--- config.mk ---
export PLATFORM = sky130hd
export DESIGN_NAME = regfile_mp
export DESIGN_NICKNAME = d
export VERILOG_FILES = /design/src/rtl/regfile_mp.sv
export SDC_FILE = /design/constraint.sdc
export NUM_CORES = 2
export LEC_CHECK = 0
export CORE_ASPECT_RATIO = 1.25
export CORE_MARGIN = 2
export CORE_UTILIZATION = 40
export CTS_CLUSTER_DIAMETER = 150
export CTS_CLUSTER_SIZE = 8
export DETAILED_ROUTE_END_ITERATION = 10
export PLACE_DENSITY = 0.67
export SYNTH_ARGS = -nofsm -noshare
export SYNTH_HDL_FRONTEND = slang
export SYNTH_SLANG_ARGS = --single-unit
--- constraint.sdc ---
create_clock -name clk -period 7.2 [get_ports clk]
set_input_delay 1.44 -clock clk [delete_from_list [all_inputs] [get_ports clk]]
set_output_delay 1.44 -clock clk [all_outputs]
set_load 0.01 [all_outputs]
--- src/rtl/regfile_mp.sv ---
// rtl/regfile_mp.sv - multi-read-port register file with busy-bit scoreboard; optional write bypass via REGFILE_BYPASS_EN
module regfile_mp #(
    parameter int DW       = 32,
    parameter int AW       = 5,
    parameter int NRD      = 2,
    parameter int ZERO_REG = 2**AW - 1
) (
    input  logic                clk,
    input  logic                rst_n,
    input  logic [NRD*AW-1:0]   rd_addr,
    output logic [NRD*DW-1:0]   rd_data,
    output logic [NRD-1:0]      rd_busy,
    input  logic                wr_en,
    input  logic [AW-1:0]       wr_addr,
    input  logic [DW-1:0]       wr_data,
    input  logic                rsv_en,
    input  logic [AW-1:0]       rsv_addr,
    output logic [AW:0]         busy_cnt
);

    localparam int            DEPTH = 2**AW;
    localparam logic [AW-1:0] ZA    = AW'(ZERO_REG);

    logic [DW-1:0]    mem_q [DEPTH];
    logic [DW-1:0]    mem_d [DEPTH];
    logic [DEPTH-1:0] busy_q, busy_d;
    logic [AW:0]      busy_cnt_q, busy_cnt_d;

    logic wr_ok, rsv_ok, cnt_inc, cnt_dec;

    assign wr_ok  = wr_en  && (wr_addr  != ZA);
    assign rsv_ok = rsv_en && (rsv_addr != ZA);

    // Next state: write data, then clear-on-write, then set-on-reserve so a same-cycle reserve wins
    always_comb begin
        mem_d  = mem_q;
        busy_d = busy_q;
        if (wr_ok) begin
            mem_d[wr_addr]  = wr_data;
            busy_d[wr_addr] = 1'b0;
        end
        if (rsv_ok) begin
            busy_d[rsv_addr] = 1'b1;
        end
    end

    // Incremental busy count: only real 0->1 and 1->0 transitions move it
    always_comb begin
        cnt_inc    = rsv_ok && !busy_q[rsv_addr];
        cnt_dec    = wr_ok && busy_q[wr_addr] && !(rsv_ok && (rsv_addr == wr_addr));
        busy_cnt_d = busy_cnt_q + {{AW{1'b0}}, cnt_inc} - {{AW{1'b0}}, cnt_dec};
    end

    // State registers with asynchronous clear
    always_ff @(posedge clk or negedge rst_n) begin
        if (!rst_n) begin
            for (int i = 0; i < DEPTH; i++) begin
                mem_q[i] <= '0;
            end
            busy_q     <= '0;
            busy_cnt_q <= '0;
        end else begin
            mem_q      <= mem_d;
            busy_q     <= busy_d;
            busy_cnt_q <= busy_cnt_d;
        end
    end

    assign busy_cnt = busy_cnt_q;

    for (genvar g = 0; g < NRD; g++) begin : g_rd
        logic [AW-1:0] a;
        logic [DW-1:0] d;
        logic          b;

        assign a = rd_addr[g*AW +: AW];

        // Combinational read port; the zero register always reads idle zero
        always_comb begin
            d = '0;
            b = 1'b0;
            if (a != ZA) begin
                d = mem_q[a];
                b = busy_q[a];
`ifdef REGFILE_BYPASS_EN
                if (wr_en && (wr_addr == a)) begin
                    d = wr_data;
                    b = rsv_en && (rsv_addr == a);
                end
`endif
            end
        end

        assign rd_data[g*DW +: DW] = d;
        assign rd_busy[g]          = b;
    end

endmodule
# After elaboration in Yosys (flattened, before gate mapping)
# Index checks and enable logic that the tools add are counted.
dict set report word_totals {
  regBits 1062
  in_bits 56
}
dict set report classes {
  n_addsub 2
  n_lt_le_gt_ge 10
  n_eq_ne 5
  n_mux 27
  bitwise_logic 6
  reduce_logical 11
}
# operator count
set op_table {}
lappend op_table {{1024-bit bitwise mux} 1}
lappend op_table {{32-bit binary-select mux with 5-bit select} 2}
lappend op_table {{32-bit two-way mux} 9}
lappend op_table {{32-bit demux with 5-bit select} 1}
lappend op_table {{32-bit bitwise AND} 1}
lappend op_table {{32-bit inverter} 1}
lappend op_table {{32-bit OR} 1}
lappend op_table {{5-bit by 6-bit < comparator with 1-bit output (second input constant)} 4}
lappend op_table {{1-bit binary-select mux with 5-bit select} 4}
lappend op_table {{5-bit inequality test (second input constant)} 4}
lappend op_table {{6-bit greater-or-equal comparator (second input constant)} 3}
lappend op_table {{5-bit inverter with 6-bit output} 3}
lappend op_table {{1-bit demux with 5-bit select} 2}
lappend op_table {{5-bit by 1-bit greater-or-equal comparator with 1-bit output (second input constant)} 2}
lappend op_table {{1-bit logical AND} 9}
lappend op_table {{1-bit two-way mux} 8}
lappend op_table {{6-bit by 1-bit adder with 6-bit output} 1}
lappend op_table {{6-bit by 1-bit < comparator with 1-bit output (second input constant)} 1}
lappend op_table {{6-bit by 1-bit subtractor with 6-bit output} 1}
lappend op_table {{5-bit equality test} 1}
lappend op_table {{1-bit zero test} 2}

# Depth between registers and ports, before layout
dict set report depth {
  ltp_word 9
  mapped_depth 16
}

# Least setup slack after synthesis
# Ideal clock, no wire load.
dict set report synth_timing {
  kind {input to output}
  from {in rd_addr[5]}
  to {out rd_busy[1]}
  arrival_time_ps 3128
  slack_ps 2632
  cell_stages 8
  path_cell_list {buf_2 buf_2 mux4_2 mux2i_1 nor2_1 a2111oi_0 nor3_1 buf_4}
}
dict set report synth_via {
  elab_chain_cells 3
}
# element line_no
set synth_lines {}
lappend synth_lines {{from (decl)} 10} ;# input logic [NRD*AW-1:0] rd_addr,
lappend synth_lines {{1-bit binary-select mux with 5-bit select} 84} ;# b = busy_q[a];
lappend synth_lines {{1-bit two-way mux (not written as such)} 84}
lappend synth_lines {{1-bit two-way mux *} 82} ;# if (a != ZA) begin
lappend synth_lines {{to (decl)} 12} ;# output logic [NRD-1:0] rd_busy,
# Mark *: on every way between the ends. The rest lies on a longest branch, timed or not. The select of a mux whose other input is x is not followed.

# Worst setup path in the final report
dict set report layout_timing {
  from {in rd_addr[7]}
  to {out rd_data[38]}
}
dict set report layout_via {
  elab_chain_cells 5
}
# element line_no
set layout_lines {}
lappend layout_lines {{5-bit inverter with 6-bit output (not written as such)} 83} ;# d = mem_q[a];
lappend layout_lines {{32-bit binary-select mux with 5-bit select} 83}
lappend layout_lines {{32-bit two-way mux (not written as such) (2 in a row)} 83}
lappend layout_lines {{32-bit two-way mux *} 82}
lappend layout_lines {{to (decl)} 11} ;# output logic [NRD*DW-1:0] rd_data,
# Marked as above.

==> out/summary.md <==
### Setup path
• **Setup CP Type** in2out
• **path depth of the worst reg2reg path** 14
• **flop-to-flop setup slack** 4.16 ns
• **crit end category** output pin
• **largest incremental delay on the critical path** 0.78 ns
• **crit path max fanout** 25
• **critical register-to-register path endpoint** busy_cnt[4]
• **buffers plus inverters on the worst setup path** 3
• **beginning of the worst register-to-register path** busy_q[26]
• **arrival time worst endpoint** 4.55 ns
• **Worst path top cell family by delay** buffers and inverters
• **Crit. path cell count** 6
• **data required time of the critical path** 5.76 ns
• **cells along the critical path** buf_4 > nor2b_4 > buf_4 > a2111oi_0 > nor3_1 > clkdlybuf4s50_1
• **Slowest-stage cell, CP** nor3_1
• **category of the worst setup path launch point** input pin
• **cell occurring most often along the worst timing path** buf_4

### CTS
• **TritonCTS clock tree** done
• **CTS-repair resized insts** 0
• **latest clock arrival within the worst-skew pair** 0.77 ns
• **count of H-tree levels built during CTS** 4
• **quantity of hold-fixing buffers added after cts** 0
• **clk sinks** 1062
• **Root Driver** clkbuf_16
• **number of clock buffers inserted by TritonCTS** 150
• **post-CTS setup repair buffer count** 0
• **post-CTS clock slew at the launch and capture registers of the worst setup and hold paths** 0.05 ns
• **deepest clock path buffer count** 3

### Logic synthesis
• **Synth Register Bits** 1062
• **number of different library cells in the post-synthesis netlist** 53
• **Post-synth ARST share** 1.00
• **Post-Syn Nets** 4066
• **area of the mapped netlist** 57300 µm²
• **prevailing post-synth register cell** dfrtp_1
• **number of warning messages in the yosys log** 0
• **gate count of the mapped netlist** 4003
• **EDFF count, synth** 0
• **sequential cell area fraction in the yosys report** 0.464
• **Mean Syn Cell Area** 14.3 µm²

### Power and ir drop
• **Worst IR Drop VDD** 0.215 mV
• **share of total power in sequential cells** 0.438
• **power share of the combinational group** 0.208
• **ratio of total power to cell area** 282 nW/µm²
• **internal portion of total power** 13.2 mW
• **Total Power Consumption** 18.2 mW
• **total leakage power** 27.8 nW
• **switching power** 4.99 mW
• **proportion of power drawn by the clock network** 0.353
• **proportion of total power due to net switching** 0.274

### Floorplanning
• **Vert. Die Dim** 427 µm
• **number of top-level design ports** 128
• **Cell Rows** 155
• **Die X** 342 µm
• **Starting Density** 0.402
• **area of the die** 146000 µm²
• **core region area** 143000 µm²

### Timing
• **number of hold violations in the final report** 0
• **Relative slew margins** 0.106
• **Fin Clk Skew** 0.00904 ns
• **transition time of the tightest slew-check pin** 1.34 ns
• **maximum clock frequency** 167 MHz
• **final-layout setup total negative slack** 0 ns
• **final worst hold slack** 0.401 ns
• **worst-case setup margin in the final layout** 1.21 ns
• **RSZ-0062 raised after global routing** no
• **fin. max-slew vios** 0
• **final setup violation count** 0
• **final critical delay including setup and external delays** 5.99 ns
• **fraction of the cycle the final worst path needs** 0.832

### Routing
• **ANT nets after route** 0
• **wire length the detailed router placed on met1** 72.6 mm
• **total routed wirelength** 181 mm
• **met2 WL post-DR** 87.4 mm
• **Top Layer Used** met5
• **vias after detailed routing** 37000
• **DR WL/cell** 30.9 µm
• **1st-iter DRT viols** 3351
• **via density per instance** 6.32
• **1st-pass router iterations** 5
• **met3 layer wire length in the routed design** 12.4 mm
• **post-detailed-route DRC marker count** 0

### Finish
• **total non-filler cell area in the finished layout** 64400 µm²
• **Final nets** 4010
• **post-route core utilization** 0.452
• **share of layout cells above drive strength 1** 0.441
• **Syn-to-layout area delta** 12.4%
• **number of non-filler instances in the completed layout** 5851

### Placement
• **placed wire-length estimate** 105 mm
• **pre-CTS WS** 1.34 ns
• **gp weighted congestion** 0.833
• **cell area after placement** 60300 µm²
• **IO buf count** 127
• **cell total after placement** 5679

### Worst hold path
• **class of the tightest hold or removal check** reg2reg
• **hold path start** mem_q[24]
• **hold-critical path endpoint** mem_q[24]
• **hold depth** 0

### Global route
• **first-pass GRT wire length** 267 mm
• **All-Layer GR Usage** 0.248
• **number of antenna violations at the first check in global routing** 16
• **Overflow after GRT** 0
• **number of global-route vias before repair** 38300
• **largest net degree at the start of global routing** 157

### Flow run
• **max_cap viols** 0

### Outcome
• **run status** completed

==> layout make-up <==
cell class	instances	area, µm²
diodes	6	15.0
well taps	1884	2360
clock inverters	7	91.3
multi-input cells	2462	28800
flip-flops and latches	1062	26600
repair buffers	249	2550
inverters	22	82.6
clock buffers	159	3970
fillers	12400	78100
==> cells in the mapped netlist (26+ instances only) <==
cell type | count | area share
buf_4 | 33 | 0.0043
mux4_2 | 407 | 0.16
a21oi_1 | 43 | 0.0038
mux2_2 | 1002 | 0.20
and3_1 | 30 | 0.0033
buf_1 | 49 | 0.0032
nor2_1 | 87 | 0.0057
dfrtp_1 | 1062 | 0.46
buf_2 | 148 | 0.013
mux2i_1 | 395 | 0.069
nand2_1 | 33 | 0.0022
nor3_1 | 37 | 0.0032
o21ai_0 | 87 | 0.0076
a211oi_1 | 60 | 0.0079
o221ai_1 | 65 | 0.0099
a2111oi_0 | 26 | 0.0040
clkbuf_1 | 216 | 0.014
o22ai_1 | 72 | 0.0079
==> routing by layer <==
| layer | GRT usage | vias to the layer above |
|---|---|---|
| met1 | 0.326 | 20000 |
| met5 | 0 | - |
| met4 | 0.109 | 12 |
| met2 | 0.402 | 1427 |
| met3 | 0.0464 | 377 |
| li1 | - | 15200 |
==> registers in the layout, summed over array words and instances, names as in the netlist <==
register	flops
busy_cnt	6
busy_q	32
mem_q	1024
==> cells in the final DEF (no fill, tap or decap), drive strengths merged, types with 2 or more instances in the layout <==
cell type / n
a221oi: 4
nand4: 4
nor2b: 9
nor2: 90
nand2: 33
a211oi: 60
o221ai: 65
clkbuf: 159
inv: 28
nor3: 37
ha: 6
a211o: 7
o32ai: 3
nor3b: 5
or3b: 2
mux2i: 395
nand3b: 10
nand4b: 3
o311a: 3
or2: 3
xor2: 5
diode: 6
buf: 133
mux4: 407
a22o: 11
o22ai: 72
nand2b: 5
nand3: 14
mux2: 1002
and3: 30
o21ai: 87
clkdlybuf4s50: 116
dfrtp: 1062
a2111oi: 26
a21oi: 43
o211ai: 2
a21o: 2
and3b: 2
and2: 2
xnor2: 5
==> power groups by stage <==
stage	Sequential, mW	Combinational (mW)	Clock, mW
2_1_floorplan	7.78	2.81	0
5_1_grt	8.13	4.06	6.77
3_3_place_gp	7.96	3.72	0
3_5_place_dp	8.04	3.79	0
4_1_cts	7.95	3.80	6.52
6_report	7.97	3.79	6.43
==> logic make-up (layout without fill, tap and decap cells) <==
kind of cell	count (synthesis)	in the layout	synth area share
other	0	6	0
AO/OA/AOI/OAI	391	391	0.0467
buffers and inverters	479	437	0.0382
flip-flops	1062	1062	0.464
adder cells (fa/ha/maj)	7	7	0.00166
AND/OR/NAND/NOR	250	250	0.0218
XOR/XNOR	10	10	0.00153
multiplexers	1804	1804	0.426
==> worst max-delay path by stage <==
stage / endpoint / from / slack (ns)
finish: rd_data[38] / rd_addr[7] / 1.21
global route: rd_data[58] / rd_addr[5] / 1.19
CTS: rd_data[48] / rd_addr[5] / 1.30
detailed placement: rd_data[48] / rd_addr[5] / 1.34
global placement: rd_data[38] / rd_addr[7] / 1.29
floorplan: rd_busy[1] / rd_addr[5] / 2.63
(Power assumes the default switching activity.)
